## src/rtl/conv3x3_accum_pkg.sv

```systemverilog
// Shared constants, types and helpers for the 3x3 convolution accumulator.
package conv3x3_accum_pkg;

    localparam int unsigned IMG_ROWS = 200;
    localparam int unsigned IMG_COLS = 300;
    localparam int unsigned SHIFT    = 4;
    localparam int unsigned NTAPS    = 9;
    localparam int unsigned COEF_W   = 8;
    localparam int unsigned PIX_W    = 8;
    localparam int unsigned PROD_W   = 17;
    localparam int unsigned ACC_W    = 21;
    localparam int unsigned ADDR_W   = 16;

    typedef enum logic [1:0] {
        IDLE  = 2'd0,
        ACCUM = 2'd1,
        FLUSH = 2'd2,
        EMIT  = 2'd3
    } state_t;

    typedef logic signed [COEF_W-1:0] coef_t;

    // Captured tap waiting for its pixel on the following cycle.
    typedef struct packed {
        logic [3:0] k;
        logic       in_range;
    } tap_t;

    // Default Gaussian kernel 1 2 1 / 2 4 2 / 1 2 1, indexed row*3+col.
    function automatic coef_t default_coef(input logic [3:0] k);
        case (k)
            4'd0, 4'd2, 4'd6, 4'd8: return coef_t'(8'sd1);
            4'd1, 4'd3, 4'd5, 4'd7: return coef_t'(8'sd2);
            4'd4:                   return coef_t'(8'sd4);
            default:                return coef_t'(8'sd0);
        endcase
    endfunction

    // Arithmetic right shift by SHIFT, then saturate to 0..255.
    function automatic logic [PIX_W-1:0] clamp_u8(input logic signed [ACC_W-1:0] a);
        logic signed [ACC_W-1:0] s;
        s = a >>> SHIFT;
        if (s[ACC_W-1])
            return '0;
        else if (|s[ACC_W-2:PIX_W])
            return '1;
        else
            return s[PIX_W-1:0];
    endfunction

endpackage

```

## src/rtl/conv3x3_accum_if.sv

```systemverilog
// Tap, coefficient and result signals between address generator and accumulator.
interface conv3x3_accum_if;
    logic        data_in;
    logic [1:0]  row_in;
    logic [1:0]  col_in;
    logic [7:0]  pxl_row;
    logic [8:0]  pxl_col;
    logic [7:0]  pix_data;
    logic        write_enable;
    logic [7:0]  out_pxl_row;
    logic [8:0]  out_pxl_col;
    logic        done;
    logic        coef_we;
    logic [3:0]  coef_addr;
    logic signed [7:0] coef_data;
    logic        out_we;
    logic [15:0] out_addr;
    logic [7:0]  out_data;
    logic        frame_done;
    logic        tap_err;

    modport master (
        output data_in, row_in, col_in, pxl_row, pxl_col, pix_data, write_enable,
               out_pxl_row, out_pxl_col, done, coef_we, coef_addr, coef_data,
        input  out_we, out_addr, out_data, frame_done, tap_err
    );

    modport slave (
        input  data_in, row_in, col_in, pxl_row, pxl_col, pix_data, write_enable,
               out_pxl_row, out_pxl_col, done, coef_we, coef_addr, coef_data,
        output out_we, out_addr, out_data, frame_done, tap_err
    );
endinterface

```

## src/rtl/conv_coef_rf.sv

```systemverilog
// Nine signed kernel coefficients; reset loads the default kernel.
module conv_coef_rf
    import conv3x3_accum_pkg::*;
(
    input  logic       clk,
    input  logic       reset,
    input  logic       we,
    input  logic [3:0] waddr,
    input  coef_t      wdata,
    input  logic [3:0] raddr,
    output coef_t      rdata_c
);

    coef_t regs [NTAPS];

    // Coefficient storage; writes beyond the last tap are dropped.
    always_ff @(posedge clk or negedge reset) begin
        if (!reset) begin
            for (int i = 0; i < NTAPS; i++)
                regs[i] <= default_coef(4'(i));
        end else if (we && (waddr <= 4'(NTAPS - 1))) begin
            regs[waddr] <= wdata;
        end
    end

    // Asynchronous read of the coefficient for the pending tap.
    always_comb begin
        rdata_c = '0;
        if (raddr <= 4'(NTAPS - 1))
            rdata_c = regs[raddr];
    end

endmodule

```

## src/rtl/conv3x3_accum.sv

```systemverilog
// Accumulates nine coefficient*pixel taps per window and writes the clamped result.
module conv3x3_accum
    import conv3x3_accum_pkg::*;
(
    input  logic            clk,
    input  logic            reset,
    conv3x3_accum_if.slave  bus
);

    state_t                    state_q, state_d;
    logic [NTAPS-1:0]          mask_q;
    logic signed [ACC_W-1:0]   acc_q;
    tap_t                      pend_q;
    logic                      pend_vld_q;
    logic                      we_prev_q;
    logic                      done_prev_q;

    logic [3:0]                tap_k_c;
    logic                      in_range_c;
    logic                      t_c;
    logic                      cap_c;
    logic [15:0]               mask_ext_c;
    coef_t                     coef_c;
    logic signed [PIX_W:0]     pix9_c;
    logic signed [PROD_W-1:0]  prod_c;

    conv_coef_rf u_coef_rf (
        .clk     (clk),
        .reset   (reset),
        .we      (bus.coef_we),
        .waddr   (bus.coef_addr),
        .wdata   (bus.coef_data),
        .raddr   (pend_q.k),
        .rdata_c (coef_c)
    );

    // Tap decode, window-close detection and product of the pending tap.
    always_comb begin
        tap_k_c    = 4'(bus.row_in) * 4'd3 + 4'(bus.col_in);
        in_range_c = (bus.pxl_row <= 8'(IMG_ROWS - 1)) && (bus.pxl_col <= 9'(IMG_COLS - 1));
        t_c        = bus.write_enable && !we_prev_q && !bus.done;
        mask_ext_c = {7'd0, mask_q};
        cap_c      = bus.data_in && !bus.done && !t_c
                     && (tap_k_c <= 4'(NTAPS - 1)) && !mask_ext_c[tap_k_c];
        pix9_c     = pend_q.in_range ? $signed({1'b0, bus.pix_data}) : '0;
        prod_c     = PROD_W'(coef_c) * PROD_W'(pix9_c);
    end

    // Pipeline state register.
    always_ff @(posedge clk or negedge reset) begin
        if (!reset)
            state_q <= IDLE;
        else
            state_q <= state_d;
    end

    // Next-state logic; a window close from any accumulating state flushes.
    always_comb begin
        state_d = state_q;
        case (state_q)
            IDLE:    if (t_c) state_d = FLUSH;
                     else if (cap_c) state_d = ACCUM;
            ACCUM:   if (t_c) state_d = FLUSH;
            FLUSH:   state_d = EMIT;
            EMIT:    if (t_c) state_d = FLUSH;
                     else if (pend_vld_q || cap_c) state_d = ACCUM;
                     else state_d = IDLE;
            default: state_d = IDLE;
        endcase
    end

    // Capture mask, accumulator, error flag and registered outputs.
    always_ff @(posedge clk or negedge reset) begin
        if (!reset) begin
            mask_q         <= '0;
            acc_q          <= '0;
            pend_q         <= '0;
            pend_vld_q     <= 1'b0;
            we_prev_q      <= 1'b0;
            done_prev_q    <= 1'b0;
            bus.out_we     <= 1'b0;
            bus.out_addr   <= '0;
            bus.out_data   <= '0;
            bus.frame_done <= 1'b0;
            bus.tap_err    <= 1'b0;
        end else begin
            we_prev_q      <= bus.write_enable;
            done_prev_q    <= bus.done;
            bus.frame_done <= bus.done && !done_prev_q;
            bus.out_we     <= (state_q == FLUSH);
            pend_vld_q     <= cap_c;
            pend_q         <= '{k: tap_k_c, in_range: in_range_c};

            if (t_c)
                mask_q <= '0;
            else if (cap_c)
                mask_q <= mask_q | NTAPS'(16'd1 << tap_k_c);

            if (t_c) begin
                bus.out_addr <= 16'(bus.out_pxl_row) * 16'(IMG_COLS) + 16'(bus.out_pxl_col);
                if (mask_q != '1)
                    bus.tap_err <= 1'b1;
            end

            if (state_q == FLUSH) begin
                bus.out_data <= clamp_u8(acc_q);
                acc_q        <= '0;
            end else if (pend_vld_q) begin
                acc_q <= acc_q + ACC_W'(prod_c);
            end
        end
    end

endmodule

```

## src/flat_wrapper.sv

```systemverilog
// flat-port wrapper written by rule: the top's interface ports become plain ports
module conv3x3_accum_flat import conv3x3_accum_pkg::*;
  (clk, reset, bus_data_in, bus_row_in, bus_col_in, bus_pxl_row, bus_pxl_col, bus_pix_data, bus_write_enable, bus_out_pxl_row, bus_out_pxl_col, bus_done, bus_coef_we, bus_coef_addr, bus_coef_data, bus_out_we, bus_out_addr, bus_out_data, bus_frame_done, bus_tap_err);
  conv3x3_accum_if bus_i ();
  input  logic clk;
  input  logic reset;
  input wire logic [$bits(bus_i.data_in)-1:0] bus_data_in;
  input wire logic [$bits(bus_i.row_in)-1:0] bus_row_in;
  input wire logic [$bits(bus_i.col_in)-1:0] bus_col_in;
  input wire logic [$bits(bus_i.pxl_row)-1:0] bus_pxl_row;
  input wire logic [$bits(bus_i.pxl_col)-1:0] bus_pxl_col;
  input wire logic [$bits(bus_i.pix_data)-1:0] bus_pix_data;
  input wire logic [$bits(bus_i.write_enable)-1:0] bus_write_enable;
  input wire logic [$bits(bus_i.out_pxl_row)-1:0] bus_out_pxl_row;
  input wire logic [$bits(bus_i.out_pxl_col)-1:0] bus_out_pxl_col;
  input wire logic [$bits(bus_i.done)-1:0] bus_done;
  input wire logic [$bits(bus_i.coef_we)-1:0] bus_coef_we;
  input wire logic [$bits(bus_i.coef_addr)-1:0] bus_coef_addr;
  input wire logic [$bits(bus_i.coef_data)-1:0] bus_coef_data;
  output wire logic [$bits(bus_i.out_we)-1:0] bus_out_we;
  output wire logic [$bits(bus_i.out_addr)-1:0] bus_out_addr;
  output wire logic [$bits(bus_i.out_data)-1:0] bus_out_data;
  output wire logic [$bits(bus_i.frame_done)-1:0] bus_frame_done;
  output wire logic [$bits(bus_i.tap_err)-1:0] bus_tap_err;
  assign bus_i.data_in = bus_data_in;
  assign bus_i.row_in = bus_row_in;
  assign bus_i.col_in = bus_col_in;
  assign bus_i.pxl_row = bus_pxl_row;
  assign bus_i.pxl_col = bus_pxl_col;
  assign bus_i.pix_data = bus_pix_data;
  assign bus_i.write_enable = bus_write_enable;
  assign bus_i.out_pxl_row = bus_out_pxl_row;
  assign bus_i.out_pxl_col = bus_out_pxl_col;
  assign bus_i.done = bus_done;
  assign bus_i.coef_we = bus_coef_we;
  assign bus_i.coef_addr = bus_coef_addr;
  assign bus_i.coef_data = bus_coef_data;
  assign bus_out_we = bus_i.out_we;
  assign bus_out_addr = bus_i.out_addr;
  assign bus_out_data = bus_i.out_data;
  assign bus_frame_done = bus_i.frame_done;
  assign bus_tap_err = bus_i.tap_err;
  conv3x3_accum u_core (.clk(clk), .reset(reset), .bus(bus_i));
endmodule
```

## config.mk

```make
export PLATFORM = sky130hd
export DESIGN_NAME = conv3x3_accum_flat
export DESIGN_NICKNAME = d
export VERILOG_FILES = /design/src/rtl/conv3x3_accum_pkg.sv /design/src/rtl/conv3x3_accum_if.sv /design/src/rtl/conv_coef_rf.sv /design/src/rtl/conv3x3_accum.sv /design/src/flat_wrapper.sv
export SDC_FILE = /design/constraint.sdc
export NUM_CORES = 1
export LEC_CHECK = 0
export ABC_AREA = 1
export BUFFER_PORTS_ARGS = -buffer_cell sky130_fd_sc_hd__buf_2
export CORE_UTILIZATION = 61
export CTS_CLUSTER_DIAMETER = 120
export DETAILED_ROUTE_END_ITERATION = 12
export PLACE_DENSITY = 0.91
export SLEW_MARGIN = 20
export SYNTH_ARGS = -nofsm -noshare
export SYNTH_HDL_FRONTEND = slang
export SYNTH_SLANG_ARGS = --single-unit
```

## constraint.sdc

```tcl
create_clock -name clk -period 7.6 [get_ports clk]
set_clock_uncertainty 0.1 [all_clocks]
set_input_delay 0.76 -clock clk [delete_from_list [all_inputs] [get_ports clk]]
set_output_delay 0.76 -clock clk [all_outputs]
set_load 0.005 [all_outputs]
```

Word level (Yosys, flattened, before mapping)
Cells that the tools add are included.
- add/sub/neg operators: 3
- $mul: 3
- $lt $le $gt $ge: 9
- equal/unequal tests: 6
- shifts and indexed selects: 1
- muxes and demuxes: 22
- bitwise gates (word level): 3
- reductions and logical operators: 22
- operator list (kind ; count):
    $bwmux 72 ; 1
    $mux 8 ; 7
    $mux 21 ; 2
    $bmux 8 s4 ; 1
    $demux 8 s4 ; 1
    $add 21x17->21 ; 1
    $mux 9 ; 2
    $mul 8x9->17 ; 1
    $add 16x9->16 ; 1
    $mul 8x7->14 const B ; 1
    $le 4x4->1 const B ; 3
    $ge 5x5->1 const B ; 2
    $logic_and 1x1->1 ; 10
    $not 4->5 ; 2
    $le 9x9->1 const B ; 1
    $ne 9x9->1 const B ; 1
    $or 9x9->9 ; 1
    $reduce_or 9->1 ; 1
    $shl 1x4->9 const A ; 1
    $le 8x8->1 const B ; 1
    $mux 2 ; 4
    $pmux 2 s4 ; 1
    $logic_not 1->1 ; 5
    $lt 4x5->1 const B ; 1
    13 further kinds ; 17
- bits in registers: 139
- bits of input ports: 64
- word-level logic and storage cells: 91

Longest topological paths before layout
Gate-level depths: netlist (run 1).
- depth in word-level cells: 11
- depth in mapped cells: 29
- depth with buffers taken out: 27

Hierarchy
A second synthesis (run 1) with hierarchy kept.
- cells, all modules: 1405
- area, all modules: 10999.3 um^2
- by module, submodules not included (module ; times used ; cells each ; area an instance (um^2) ; seq. area each (um^2)):
    conv3x3_accum ; 1 ; 946 ; 7428.4 ; 1676.6
    conv_coef_rf ; 1 ; 459 ; 3570.9 ; 1813.0

Least setup slack after synthesis (run 1)
No wires, ideal clock.
- path type: reg2reg
- start point: register u_core.pend_q[1] (netlist bit)
- end point: register u_core.acc_q[14]
- library setup time: 0.129 ns
- data arrival time: 5.077 ns
- required time: 7.371 ns
- setup slack: 2.294 ns
- stages on the path, launching flop included: 28
- clock period less this slack: 5.306 ns
- path through: dfrtp_1 buf_4 inv_2 buf_2 buf_2 a21oi_1 o21ai_1 nand3_1 nand3_1 nand2_1 inv_2 nor2_1 fa_1 inv_1 fa_1 inv_1 fa_1 fa_1 fa_1 ha_1 a21oi_1 nand2_1 nand3_1 nand3_1 a21oi_1 inv_1 o21ai_0 o21ai_0
- longest elaborated chain between the ends: 9
- RTL lines (what ; line ; RTL):
    start: declaration ; conv3x3_accum.sv:13 ; tap_t pend_q;
    start signal: assignment ; conv3x3_accum.sv:92 ; pend_q <= '{k: tap_k_c, in_range: in_range_c};
    $not 4->5 (implied by the code) ; conv_coef_rf.sv:30 ; rdata_c = regs[raddr];
    $bmux 8 s4 ; conv_coef_rf.sv:30 ;
    $mux 8 (implied by the code) (2 in series) ; conv_coef_rf.sv:30 ;
    $mux 8 (*) ; conv_coef_rf.sv:29 ; if (raddr <= 4'(NTAPS - 1))
    $mul 8x9->17 (*) ; conv3x3_accum.sv:46 ; prod_c = PROD_W'(coef_c) * PROD_W'(pix9_c);
    $add 21x17->21 (*) ; conv3x3_accum.sv:109 ; acc_q <= acc_q + ACC_W'(prod_c);
    $mux 21 (*) ; conv3x3_accum.sv:108 ; end else if (pend_vld_q) begin
    $mux 21 (*) ; conv3x3_accum.sv:105 ; if (state_q == FLUSH) begin
    end signal: assignment ; conv3x3_accum.sv:109 ;
    end: declaration ; conv3x3_accum.sv:12 ; logic signed [ACC_W-1:0] acc_q;
Every way passes the cells marked *; elsewhere a longest branch is shown, timed or not. The select of a mux whose other input is x is not followed.
A chain may end at the register's enable or synchronous reset.

Worst setup path in the final report (run 1)
Ends and elaborated chain as after synthesis.

==> flow_summary.toml, run 1 <==
[power]
finalPower_mw = 3.992
peakVddDrop_mv = 0.2143
p_leak_nw = 6.448
powerDensity_nw_per_um2 = 336.7

[logic_synthesis]
ys_top_cells_by_area = "dfrtp_1, ha_1, fa_1"
ys_warn_count = 0
synth_common_cells = "nand2_1, inv_1, dfrtp_1"
synth.distinct_cells = 47
yosysMostFrequentCell = "nand2_1"
ys_seq_area_frac = 0.3265
synthCells = 1316
syn_nets = 1550
avgSynthCellArea_um2 = 8.121
ys.flop_type = "dfrtp_1"
netlist.area_leader.share = 0.3044
ys_ff_latch = 139
syn-cell-area_um2 = 10690
yosys.area.top_type = "dfrtp_1"
synth_edf_count = 0
async_flop_share = 1.000

[sta]
tightest_slew_ps = 1046
fmax_mhz = 153.3
rsz0062_at_grt = "no"
tns_ps = 0
fin_crit_ps = 6523
slew_viol_final = 0
finalSetupViolations = 0
finalCritPeriodShare = 0.8583
hold_viol_final = 0
slew_headroom = 0.2991

[placed_design]
hpwl_um = 19170
place_area_um2 = 11270
dp_cells = 1600
place.gp.congestion = 0.9363
port_buffers = 85

[detailed_routing]
dr.pass1.iters = 6
ant_nets = 0
drc = 0
drt_iter0_drc = 946
vias = 9436
wl_per_cell_um = 16.58
totalWireLength_um = 27060
vias_per_cell = 5.782

[clocking]
cts.clk_slew.worst_paths_ps = 60
h-tree-depth = 4
cts_made_buffers = 17
clock_latency_ps = 430
cts-root-buf = "clkbuf_16"
cts_buffer_depth = 2
cts_tree = "built"
hold_buffers = 0
postCtsResizedCells = 0
cts_setup_buffers = 0
clock-sinks = 139

[status]
status = "finished clean"

[setup_path]
worstReg2RegEnd = "u_core.acc_q[14]"
cp.arrival_ps = 6720
required_ps = 7800
reg2reg_from = "u_core.pend_q[1]"
r2r_slack_ps = 1080
end_kind = "register"
ff2ff_path_depth = 22
critPathLaunch = "u_core.pend_q[1]"
path_max_fanout = 30
crit_path_start_kind = "register"
path_class = "register to register"

[run]
cap_violations = 0

[floorplanning]
start_util = 0.6222
core-area_um2 = 17180
die_x_um = 134.4
die_area_um2 = 18050
io_pins = 91
die_h_um = 134.4
rows = 48

[finish]
n_antenna_cell = 0
final_util = 0.6902
post-route-cell-area_um2 = 11860
drive_gt1_frac = 0.1265
fin_cells = 1632
nets = 1628
area_growth_pct = 10.92

[global_routing]
grtUsageTotal = 0.3206
grt_max_degree = 92
first_global_vias = 9664
grt_pass1_wl_um = 45060
antenna_found_initial = 1
overflow = 0

[hold_path]
hold_path.class = "primary input to asynchronous set/reset pin"
==> how the worst max path moves through the flow <==
stage / end / slack (ps)
finish: u_core.acc_q[14] / 1080
floorplan: u_core.acc_q[14] / 2290
global placement: u_core.acc_q[14] / 1450
detailed placement: u_core.acc_q[14] / 1320
global route: u_core.acc_q[14] / 770
CTS: u_core.acc_q[14] / 1220
==> per-layer routing <==
metal / global-route usage / up-vias / wire [um]
met2: 0.5708 / 476 / 13710
met4: 0.1429 / 2 / 831
li1: - / 4383 / -
met5: 0 / - / 13
met1: 0.3639 / 4488 / 10200
met3: 0.07785 / 87 / 2308
==> where the power goes <==
group          switching (mW)  internal (mW)
Sequential              0.126          0.950
Combinational            1.31          0.777
Clock                   0.340          0.489
Total                    1.78           2.22
==> layout make-up <==
cell class / instances / area [um2]
clock buffer: 21 / 480.5
clock inverter: 11 / 107.6
fill: 1252 / 5321
inverter: 217 / 814.5
multi-input combinational: 930 / 6220
sequential: 139 / 3490
tap: 225 / 281.5
timing repair buffer: 89 / 461.7
==> critical path, cell delays in order (launching register included) <==
cell and delay, ps:
dfrtp_1 760, inv_2 420, a21oi_1 220, o21ai_1 80, nand3_1 100, nand3_1 130
nand2_2 260, nand2_1 130, fa_1 520, fa_1 540, inv_1 50, fa_1 510
fa_1 650, fa_1 450, ha_1 370, a21oi_1 160, nand2_1 150, nand3_1 120
nand3_1 120, a21oi_1 160, inv_1 70, o21ai_0 180, o21ai_0 110
==> per-stage QoR <==
stage               worst slack [ps]  hold slack [ps]
floorplan                       2294            277.6
global placement                1452            281.7
detailed placement              1322            291.9
CTS                             1222            301.3
global route                   771.3            320.3
finish                          1077            304.3
==> cells in the final DEF (no fill, tap or decap), drive strengths merged, types with 4 or more instances in the layout <==
cell | Yosys | routed
nand3 | 66 | 66
nand4 | 10 | 10
ha | 109 | 109
dfstp | 9 | 9
a21o | 5 | 5
fa | 61 | 61
dfrtp | 130 | 130
a21oi | 87 | 87
clkinv | 0 | 4
xnor2 | 8 | 8
o21bai | 4 | 4
nor3 | 5 | 5
clkbuf | 15 | 21
nor2 | 120 | 120
o21ai | 134 | 134
buf | 15 | 89
xor2 | 8 | 8
nand2 | 288 | 288
inv | 217 | 221
==> cell families (layout without fill, tap and decap cells) <==
kind of cell	after synthesis	after routing	synth area share
simple gates	499	499	0.2017
buf+inv	247	338	0.09155
compound gates	245	245	0.1253
fa+ha+maj	170	170	0.2419
flops	139	139	0.3265
xor+xnor	16	16	0.01311
==> state kept, by name, summed over array words and instances, names as in the netlist <==
name	count
u_core.bus.out_addr	16
u_core.done_prev_q	1
u_core.state_q	2
u_core.acc_q	21
u_core.we_prev_q	1
u_core.u_coef_rf.regs	72
u_core.pend_vld_q	1
u_core.bus.tap_err	1
u_core.bus.frame_done	1
u_core.bus.out_data	8
u_core.mask_q	9
u_core.bus.out_we	1
u_core.pend_q	5
Power figures use the tool's default switching activity.
==> run 2: changes to the inputs <==
- CORE_UTILIZATION: 61 -> 60
- PLACE_DENSITY: 0.91 -> 0.9
==> flow_summary.toml, run 2 (synthesized netlist as in run 1, its figures left out) <==
[detailed_routing]
totalWireLength_um = 27050
vias = 9482
dr.pass1.iters = 6
drc = 0
ant_nets = 0
wl_per_cell_um = 16.56
vias_per_cell = 5.806
drt_iter0_drc = 793

[power]
finalPower_mw = 3.982
peakVddDrop_mv = 0.2068
pwr-share-clk = 0.207
powerDensity_nw_per_um2 = 335.6
power_switching_mw = 1.808
p_sw_frac = 0.4540
internal-power_mw = 2.174
p_leak_nw = 6.452
power_frac_comb = 0.522
p_seq_frac = 0.271

[finish]
largestRegisters = "u_core.u_coef_rf.regs x72, u_core.acc_q x21, u_core.bus.out_addr x16"
post-route-cell-area_um2 = 11870
largest_register_ffs = 72
area_growth_pct = 11.03
layout_commonest_cell = "nand2_1"
nets = 1628
final_cell_mix = "nand2_1, inv_1, dfrtp_1"
drive_gt1_frac = 0.1265
final_util = 0.6837
top_register = "u_core.u_coef_rf.regs"

[sta]
fmax_mhz = 154.7
setup_slack_ps = 1138
tightest_slew_ps = 959.7
rsz0062_at_grt = "no"
slew_viol_final = 0
fin_crit_ps = 6462
finalCritPeriodShare = 0.8503
finalSetupViolations = 0
tns_ps = 0
slew_headroom = 0.3602
hold_viol_final = 0

[global_routing]
grt_pass1_wl_um = 44080
overflow = 0
grtUsageTotal = 0.3091
grt_max_degree = 80
first_global_vias = 9444
antenna_found_initial = 2

[floorplanning]
rows = 48
start_util = 0.6158
die_area_um2 = 18350
die_x_um = 135.5
io_pins = 91
die_h_um = 135.5
core-area_um2 = 17360

[placed_design]
pre_cts_ws_ps = 1368
hpwl_um = 19240
port_buffers = 85
place_area_um2 = 11270
place.gp.congestion = 0.9186

[setup_path]
end_kind = "register"
required_ps = 7840
path_max_fanout = 15
path_class = "register to register"
crit_path_start_kind = "register"
cp.arrival_ps = 6710

[clocking]
cts_buffer_depth = 2
cts_tree = "built"
cts_made_buffers = 17
postCtsResizedCells = 0
hold_buffers = 0
clock_latency_ps = 440
cts_setup_buffers = 0
clock-sinks = 139
cts-root-buf = "clkbuf_16"
h-tree-depth = 4
cts.clk_slew.worst_paths_ps = 60

[run]
cap_violations = 0

[hold_path]
hold_path.class = "primary input to asynchronous set/reset pin"

[status]
status = "finished clean"
-- run 2: cell count changes in the layout (fill, tap and decap cells not counted), moves of 2 or more --
cell | previous run | this run
inv_8 | 0 | 6
clkbuf_8 | 4 | 1
clkinv_2 | 2 | 0
clkinv_8 | 0 | 2
inv_6 | 4 | 2
-- run 2: per-stage QoR --
stage / hold WS, ps / instances
after floorplan: 277.6 / 1316
after global placement: 281.5 / 1600
after detailed placement: 298.5 / 1600
after CTS: 226.1 / 1632
after global routing: 257.3 / 1632
final: 203.6 / 1633
-- run 2: worst paths after layout --
path,cells past startpoint,slack (ps),to,from
min in group clk,1,310,u_core.bus.frame_done,u_core.done_prev_q
setup / recovery,25,1140,u_core.acc_q[14],u_core.pend_q[2]
hold reg to reg,1,310,u_core.bus.frame_done,u_core.done_prev_q
setup reg to reg,25,1140,u_core.acc_q[14],u_core.pend_q[2]
hold / removal,1,200,u_core.u_coef_rf.regs[27],reset
max in group asynchronous,2,5800,u_core.u_coef_rf.regs[2],reset
-- run 2: final cells by class --
type                       count  area [um2]
clock buffer                  18       439.2
clock inverter                14       151.4
multi-input combinational    930        6226
fill                        1269        5490
sequential                   139        3490
inverter                     217       814.5
antenna                        1       2.502
tap                          225       281.5
timing repair buffer          89       461.7
-- run 2: power groups by stage --
stage	clock (mW)	sequential, mW	combinational, mW
CTS	0.827	1.07	2.05
floorplan	0	1.05	1.50
global route	0.857	1.10	2.34
detailed placement	0	1.08	2.01
finish	0.825	1.08	2.08
global placement	0	1.07	1.87
-- run 2: layer usage --
metal | GRT usage | wire length, um
met5 | 0 | 11
met4 | 0.1586 | 1097
met3 | 0.05986 | 1954
met2 | 0.5427 | 13770
met1 | 0.3582 | 10210
-- run 2: worst max-delay path, stage by stage (launching register included) --
cell     delay (ps)
dfrtp_1         550
inv_1           540
a21oi_1         100
o21ai_0         120
nand3_1         110
nand3_1         120
nand2_1         150
inv_2           170
nor2_1           80
fa_1            550
inv_1            70
fa_1            480
inv_1            60
fa_1            510
fa_1            590
fa_1            430
ha_1            410
a21oi_1         220
nand2_1         160
nand3_1         110
nand3_1         130
a21oi_1         160
inv_1            60
a21oi_1         130
o21ai_0         140
o21ai_0         100
